`src/rtl/wireframe_buffer_pkg.sv`:
```
// rtl/wireframe_buffer_pkg.sv - shared types and default geometry for the wireframe frame store
// Purpose: FSM state type and default frame geometry used by wireframe_buffer and its bench.
package wireframe_buffer_pkg;

    localparam int DEF_WIDTH  = 8;
    localparam int DEF_HEIGHT = 4;
    localparam int DEF_ADDR_W = 5;

    typedef enum logic [1:0] {
        IDLE  = 2'd0,
        CLEAR = 2'd1,
        SCAN  = 2'd2
    } wfb_state_t;

endpackage

```
`src/rtl/wf_mem.sv`:
```
// rtl/wf_mem.sv - 1-bit simple dual-port frame RAM with a registered read port
// Purpose: pixel storage; one write port, one read port whose data appears the cycle after i_re.
// Ports:
//   clk              clock, rising edge
//   i_we/i_waddr/i_wdata   write strobe, address, data
//   i_re/i_raddr     read strobe and address
//   o_rdata          registered read data
module wf_mem #(
    parameter int ADDR_W = 5
) (
    input  logic              clk,
    input  logic              i_we,
    input  logic [ADDR_W-1:0] i_waddr,
    input  logic              i_wdata,
    input  logic              i_re,
    input  logic [ADDR_W-1:0] i_raddr,
    output logic              o_rdata
);

    logic r_mem [0:(2**ADDR_W)-1];
    logic r_rdata;

    // Contents are deliberately not reset; the owner bulk-clears before use.
    always_ff @(posedge clk) begin
        if (i_we) begin
            r_mem[i_waddr] <= i_wdata;
        end
        if (i_re) begin
            r_rdata <= r_mem[i_raddr];
        end
    end

    assign o_rdata = r_rdata;

endmodule

```
`src/rtl/wireframe_buffer.sv`:
```
// rtl/wireframe_buffer.sv - 1-bit wireframe frame store with bulk clear and raster-order readout
// Purpose: captures rasterizer pixel writes, clears the frame one address per cycle, and streams the
//          frame out in raster order over pix_valid/pix_ready.
// Ports:
//   clk, n_rst                    clock, asynchronous active-low reset
//   write_en, wf_data, addr       pixel write (accepted only in IDLE with addr < WIDTH*HEIGHT)
//   clear, scan_start             commands, sampled only in IDLE (clear has priority)
//   busy, clear_done, wr_drop     status: CLEAR/SCAN active, clear finished pulse, sticky dropped write
//   pix_valid, pix_ready          readout handshake
//   pix_data, pix_x, pix_y        readout pixel and its coordinates
//   frame_end                     marks the last pixel of the frame
module wireframe_buffer
    import wireframe_buffer_pkg::*;
#(
    parameter int WIDTH  = DEF_WIDTH,
    parameter int HEIGHT = DEF_HEIGHT,
    parameter int ADDR_W = DEF_ADDR_W
) (
    input  logic                       clk,
    input  logic                       n_rst,
    input  logic                       write_en,
    input  logic                       wf_data,
    input  logic [ADDR_W-1:0]          addr,
    input  logic                       clear,
    input  logic                       scan_start,
    output logic                       busy,
    output logic                       clear_done,
    output logic                       wr_drop,
    output logic                       pix_valid,
    input  logic                       pix_ready,
    output logic                       pix_data,
    output logic [$clog2(WIDTH)-1:0]   pix_x,
    output logic [$clog2(HEIGHT)-1:0]  pix_y,
    output logic                       frame_end
);

    localparam int X_W = $clog2(WIDTH);
    localparam int Y_W = $clog2(HEIGHT);
    localparam int unsigned NUM_PIXELS = WIDTH * HEIGHT;
    localparam logic [ADDR_W-1:0] LAST_ADDR = ADDR_W'(NUM_PIXELS - 1);
    localparam logic [X_W-1:0]    LAST_X    = X_W'(WIDTH - 1);
    localparam logic [Y_W-1:0]    LAST_Y    = Y_W'(HEIGHT - 1);

    wfb_state_t        r_state;
    logic              r_busy, r_clear_done, r_wr_drop;
    logic [ADDR_W-1:0] r_clr_addr, r_rd_addr;
    logic [X_W-1:0]    r_iss_x, r_s1_x, r_out_x, r_skid_x;
    logic [Y_W-1:0]    r_iss_y, r_s1_y, r_out_y, r_skid_y;
    logic              r_iss_done;
    logic              r_s1_valid, r_s1_last;
    logic              r_out_valid, r_out_data, r_out_last;
    logic              r_skid_valid, r_skid_data, r_skid_last;

    logic              w_clearing, w_in_range, w_wr_ok, w_wr_drop;
    logic              w_we, w_wdata, w_rd_data;
    logic [ADDR_W-1:0] w_waddr;
    logic              w_pop, w_iss_last, w_room, w_issue;
    logic [1:0]        w_occ;

    assign w_clearing = (r_state == CLEAR);
    assign w_in_range = ({{(32-ADDR_W){1'b0}}, addr} < NUM_PIXELS);
    assign w_wr_ok    = write_en && (r_state == IDLE) && w_in_range;
    assign w_wr_drop  = write_en && !((r_state == IDLE) && w_in_range);

    assign w_we    = w_clearing || w_wr_ok;
    assign w_waddr = w_clearing ? r_clr_addr : addr;
    assign w_wdata = w_clearing ? 1'b0 : wf_data;

    // Pixels in flight: the RAM output stage plus the two skid slots. A read is issued only if,
    // after this cycle's pop, at most one slot is taken, so the pixel arriving next always fits.
    assign w_pop      = r_out_valid && pix_ready;
    assign w_occ      = {1'b0, r_out_valid} + {1'b0, r_skid_valid} + {1'b0, r_s1_valid};
    assign w_room     = (w_occ <= (2'd1 + {1'b0, w_pop}));
    assign w_iss_last = (r_iss_x == LAST_X) && (r_iss_y == LAST_Y);
    assign w_issue    = (r_state == SCAN) && !r_iss_done && w_room;

    wf_mem #(.ADDR_W(ADDR_W)) u_mem (
        .clk     (clk),
        .i_we    (w_we),
        .i_waddr (w_waddr),
        .i_wdata (w_wdata),
        .i_re    (w_issue),
        .i_raddr (r_rd_addr),
        .o_rdata (w_rd_data)
    );

    always_ff @(posedge clk or negedge n_rst) begin
        if (!n_rst) begin
            r_state      <= IDLE;
            r_busy       <= 1'b0;
            r_clear_done <= 1'b0;
            r_wr_drop    <= 1'b0;
            r_clr_addr   <= '0;
            r_rd_addr    <= '0;
            r_iss_x      <= '0;
            r_iss_y      <= '0;
            r_iss_done   <= 1'b0;
        end else begin
            r_clear_done <= 1'b0;
            if (w_wr_drop) begin
                r_wr_drop <= 1'b1;
            end
            case (r_state)
                IDLE: begin
                    if (clear) begin
                        r_state    <= CLEAR;
                        r_busy     <= 1'b1;
                        r_clr_addr <= '0;
                        r_wr_drop  <= 1'b0;
                    end else if (scan_start) begin
                        r_state    <= SCAN;
                        r_busy     <= 1'b1;
                        r_rd_addr  <= '0;
                        r_iss_x    <= '0;
                        r_iss_y    <= '0;
                        r_iss_done <= 1'b0;
                    end
                end
                CLEAR: begin
                    if (r_clr_addr == LAST_ADDR) begin
                        r_state      <= IDLE;
                        r_busy       <= 1'b0;
                        r_clear_done <= 1'b1;
                    end else begin
                        r_clr_addr <= r_clr_addr + ADDR_W'(1);
                    end
                end
                SCAN: begin
                    if (w_issue) begin
                        if (w_iss_last) begin
                            r_iss_done <= 1'b1;
                        end else begin
                            r_rd_addr <= r_rd_addr + ADDR_W'(1);
                            if (r_iss_x == LAST_X) begin
                                r_iss_x <= '0;
                                r_iss_y <= r_iss_y + Y_W'(1);
                            end else begin
                                r_iss_x <= r_iss_x + X_W'(1);
                            end
                        end
                    end
                    if (w_pop && r_out_last) begin
                        r_state <= IDLE;
                        r_busy  <= 1'b0;
                    end
                end
                default: r_state <= IDLE;
            endcase
        end
    end

    // RAM output stage tags, then a two-slot output/skid queue in front of the consumer.
    always_ff @(posedge clk or negedge n_rst) begin
        if (!n_rst) begin
            r_s1_valid   <= 1'b0;
            r_s1_last    <= 1'b0;
            r_s1_x       <= '0;
            r_s1_y       <= '0;
            r_out_valid  <= 1'b0;
            r_out_data   <= 1'b0;
            r_out_last   <= 1'b0;
            r_out_x      <= '0;
            r_out_y      <= '0;
            r_skid_valid <= 1'b0;
            r_skid_data  <= 1'b0;
            r_skid_last  <= 1'b0;
            r_skid_x     <= '0;
            r_skid_y     <= '0;
        end else begin
            r_s1_valid <= w_issue;
            r_s1_last  <= w_issue && w_iss_last;
            if (w_issue) begin
                r_s1_x <= r_iss_x;
                r_s1_y <= r_iss_y;
            end
            if (!r_out_valid || w_pop) begin
                if (r_skid_valid) begin
                    r_out_valid  <= 1'b1;
                    r_out_data   <= r_skid_data;
                    r_out_last   <= r_skid_last;
                    r_out_x      <= r_skid_x;
                    r_out_y      <= r_skid_y;
                    r_skid_valid <= r_s1_valid;
                    r_skid_data  <= w_rd_data;
                    r_skid_last  <= r_s1_valid && r_s1_last;
                    r_skid_x     <= r_s1_x;
                    r_skid_y     <= r_s1_y;
                end else begin
                    r_out_valid <= r_s1_valid;
                    r_out_data  <= w_rd_data;
                    r_out_last  <= r_s1_valid && r_s1_last;
                    r_out_x     <= r_s1_x;
                    r_out_y     <= r_s1_y;
                end
            end else if (r_s1_valid) begin
                r_skid_valid <= 1'b1;
                r_skid_data  <= w_rd_data;
                r_skid_last  <= r_s1_last;
                r_skid_x     <= r_s1_x;
                r_skid_y     <= r_s1_y;
            end
        end
    end

    assign busy       = r_busy;
    assign clear_done = r_clear_done;
    assign wr_drop    = r_wr_drop;
    assign pix_valid  = r_out_valid;
    assign pix_data   = r_out_data;
    assign pix_x      = r_out_x;
    assign pix_y      = r_out_y;
    assign frame_end  = r_out_last;

endmodule

```
`config.mk`:
```
export PLATFORM = sky130hd
export DESIGN_NAME = wireframe_buffer
export DESIGN_NICKNAME = d
export VERILOG_FILES = /design/src/rtl/wireframe_buffer_pkg.sv /design/src/rtl/wf_mem.sv /design/src/rtl/wireframe_buffer.sv
export SDC_FILE = /design/constraint.sdc
export NUM_CORES = 1
export LEC_CHECK = 0
export CAP_MARGIN = 20
export CORE_ASPECT_RATIO = 0.5
export CORE_UTILIZATION = 30
export DETAILED_ROUTE_END_ITERATION = 7
export GPL_TIMING_DRIVEN = 0
export SLEW_MARGIN = 20
export SYNTH_ARGS = -nofsm -noshare
export SYNTH_HDL_FRONTEND = slang
export SYNTH_SLANG_ARGS = --single-unit
```
`constraint.sdc`:
```
create_clock -name clk -period 2.85 [get_ports clk]
set_input_delay 0.4275 -clock clk [delete_from_list [all_inputs] [get_ports clk]]
set_output_delay 0.4275 -clock clk [all_outputs]
set_load 0.005 [all_outputs]
```
==> key figures <==
GRT
  • GRT Util Overall: 13.10%
  • Initial antenna violation count: 0
  • Largest net degree at the start of global routing: 25
  • Global route overflow: 0
  • Vias in the first global route: 2630
  • First-pass GRT wire length: 13.16 mm

Synthesis
  • #FFs+latches synth: 77
  • Net Count, Synth: 381
  • Post-synth top area cell: dfrtp_1
  • Top post-synthesis cells by area: dfrtp_1 (28%), edfxtp_1 (26%), mux2i_1 (5.9%), nand2_1 (4.7%), nor2_1 (4.3%)
  • Post-synth EDFFs: 33
  • Post-Syn Area: 3874 um^2
  • Top_reg_cell synth: dfrtp_1
  • Syn Area/Cell: 10.85 um^2
  • Fraction of registers with async set or reset after synthesis: 57.14%
  • Number of distinct library cells after synthesis: 52
  • Synth Warn #: 0
  • Synth top cells by count: nand2_1 (48), dfrtp_1 (44), nor2_1 (44)
  • Top cell type's share of synthesized area: 28.42%
  • Most common cell in the netlist: nand2_1
  • Post-Synthesis Cells: 357
  • Sequential element share of the synthesized area: 54.01%

Worst setup path
  • CP endpoint kind: flip-flop
  • Startpoint types: flip-flop
  • Crit path DAT: 2.75 ns
  • CP required: 3.06 ns
  • Crit Path Category: flip-flop to flip-flop
  • Critical path peak fanout: 11

Timing
  • Setup tns final: 0 ns
  • Hold Vio Cnt, Final: 0
  • Hold slack final: 0.1062 ns
  • Slack of the critical path: 0.3170 ns
  • Max Slew Vio Count: 0
  • Finish-stage setup viols: 0
  • Clock period minus worst slack: 2.533 ns
  • Max Fclk: 394.8 MHz
  • Worst-Margin Slew: 0.6361 ns
  • Slew HR: 57.59%
  • RSZ-0062 raised after global routing: false
  • Period Utilization, post-route: 88.88%
  • Clk_skew: 0.01443 ns

Floorplan
  • Die ar.: 13400 um^2
  • Core ar.: 12190 um^2
  • Io pins: 23
  • Cell Rows: 28
  • Chip Height: 82.35 um
  • Chip width: 162.7 um
  • Initial Util: 31.77%

Clocking
  • CTS Hold Bufs: 0
  • CTS tree: yes
  • Cell chosen for the clock root: clkbuf_16
  • # H-tree levels: 3
  • Num CTS Buffers: 9
  • Post-CTS sizing: 0
  • Clock sinks: 77
  • Setup bufs post-CTS: 0
  • CTS max path bufs: 2
  • Reg clk slew, reported paths: 0.06 ns
  • Clock latency on the worst-skew pair: 0.34 ns

Power
  • Comb pwr share: 30.6%
  • Sequential power share: 37.4%
  • Sw frac: 32.31%
  • Pwr Total: 3.758 mW
  • VDD IR max: 333.2 uV
  • Pleak: 1.835 nW
  • Internal power: 2.544 mW
  • P per Cell Area: 809.8 nW/um^2
  • Power share of the clock group: 32.0%
  • Switch Pwr: 1.214 mW

Detailed routing
  • 1st-iter DRT viols: 115
  • Post-DRT Antenna Nets: 0
  • Average wire per standard cell: 14.00 um
  • Drt pass-1 iters: 4
  • # DRC: 0
  • Via count: 2665
  • Total Wirelength: 7.852 mm
  • Avg Vias per Cell: 4.750

Placed design
  • Placement Cell Area: 4337 um^2
  • Pre-CTS setup slack: 0.1119 ns
  • Gp weighted congestion: 0.7666
  • I/O Buffers: 22
  • HPWL after DPL: 5.560 mm

Final layout
  • Layout area overhead: 19.80%
  • Nets: 415
  • Antenna cells: 0
  • Design area: 4641 um^2
  • Layout cell share with drive strength beyond 1: 12.63%
  • Register area: 2092 um^2
  • Fillers: 1200
  • Multi-input gate area: 1614 um^2

Worst hold path
  • Worst Hold Class: primary input to asynchronous set/reset pin

Status
  • Status: complete, no violations

Run
  • Max-cap violations: 0
worst max-delay path, stage by stage (launching register included):
cell	delay, ns
dfrtp_1	0.65
inv_1	0.11
fa_1	0.37
inv_1	0.06
ha_1	0.23
nor2b_1	0.16
o21ai_2	0.19
nand4b_1	0.30
a32o_1	0.35
sequential cells by signal (all words and copies together) (netlist names), 2 cells and up:
| register | cells |
|---|---|
| r_state | 2 |
| r_s1_y | 2 |
| pix_x | 3 |
| r_skid_x | 3 |
| r_rd_addr | 5 |
| r_s1_x | 3 |
| r_clr_addr | 5 |
| r_skid_y | 2 |
| pix_y | 2 |
| u_mem.r_mem | 32 |
| r_iss_x | 3 |
| r_iss_y | 2 |
worst paths after layout:
kind	from	endpoint	slack, ns	depth (start not counted)
max in group asynchronous	n_rst	r_rd_addr[3]	2.21	2
worst max-delay path	r_skid_valid	r_iss_x[1]	0.32	8
worst min register to register	pix_y[0]	pix_y[0]	0.48	2
worst max register to register	r_skid_valid	r_iss_x[1]	0.32	8
worst min-delay path	n_rst	r_clr_addr[3]	0.11	1
min in group clk	pix_y[0]	pix_y[0]	0.48	2
through the flow:
stage / cells / utilization [%]
after floorplan: 357 / -
after global placement: 544 / 35.27
after detailed placement: 546 / 35.57
after CTS: 562 / 38.10
after global routing: 561 / 38.06
final: 561 / 38.06
per-layer routing:
layer	GRT usage [%]	up-vias	routed length, um
met1	15.77	1269	3668
met3	3.896	4	282
li1	-	1341	-
met5	0	-	0
met4	5.888	0	72
met2	22.04	51	3828
cells in the final DEF, fill, tap and decap left out, types with 3 or more instances in the layout:
master,count
nor3_1,5
a22o_1,4
a21o_1,3
mux2_4,6
clkbuf_1,7
mux2_2,8
clkdlybuf4s50_1,21
ha_1,11
o211ai_1,5
nor2_1,44
nor2b_1,6
inv_1,16
nand3_1,13
a21oi_1,5
buf_2,6
dfrtp_1,44
o21ai_0,25
buf_6,5
nand4_1,3
nand2_1,48
clkbuf_16,9
edfxtp_1,33
mux2i_1,23
final cells by class:
class                      count  share of cell area (%)
sequential                    77                   45.08
multi-input combinational    248                   34.78
timing repair buffer          24                   5.473
clock buffer                  12                   5.096
tap                          165                   4.449
buffer                        14                   2.157
clock inverter                 4                   1.537
inverter                      17                   1.429
cells by family after synthesis:
logic type / Yosys count / synth area share, %
fa+ha+maj: 12 / 4.070
mux: 37 / 10.59
simple gates: 137 / 16.34
compound gates: 62 / 10.59
flops: 77 / 54.01
buf+inv: 32 / 4.393
power groups by stage:
stage	logic [mW]	registers, mW	clock network, mW
2_1_floorplan	0.818	1.40	0
3_3_place_gp	1.13	1.42	0
3_5_place_dp	1.16	1.42	0
4_1_cts	1.17	1.40	1.23
5_1_grt	1.28	1.42	1.27
6_report	1.15	1.41	1.20
Power figures use the tool's default switching activity.
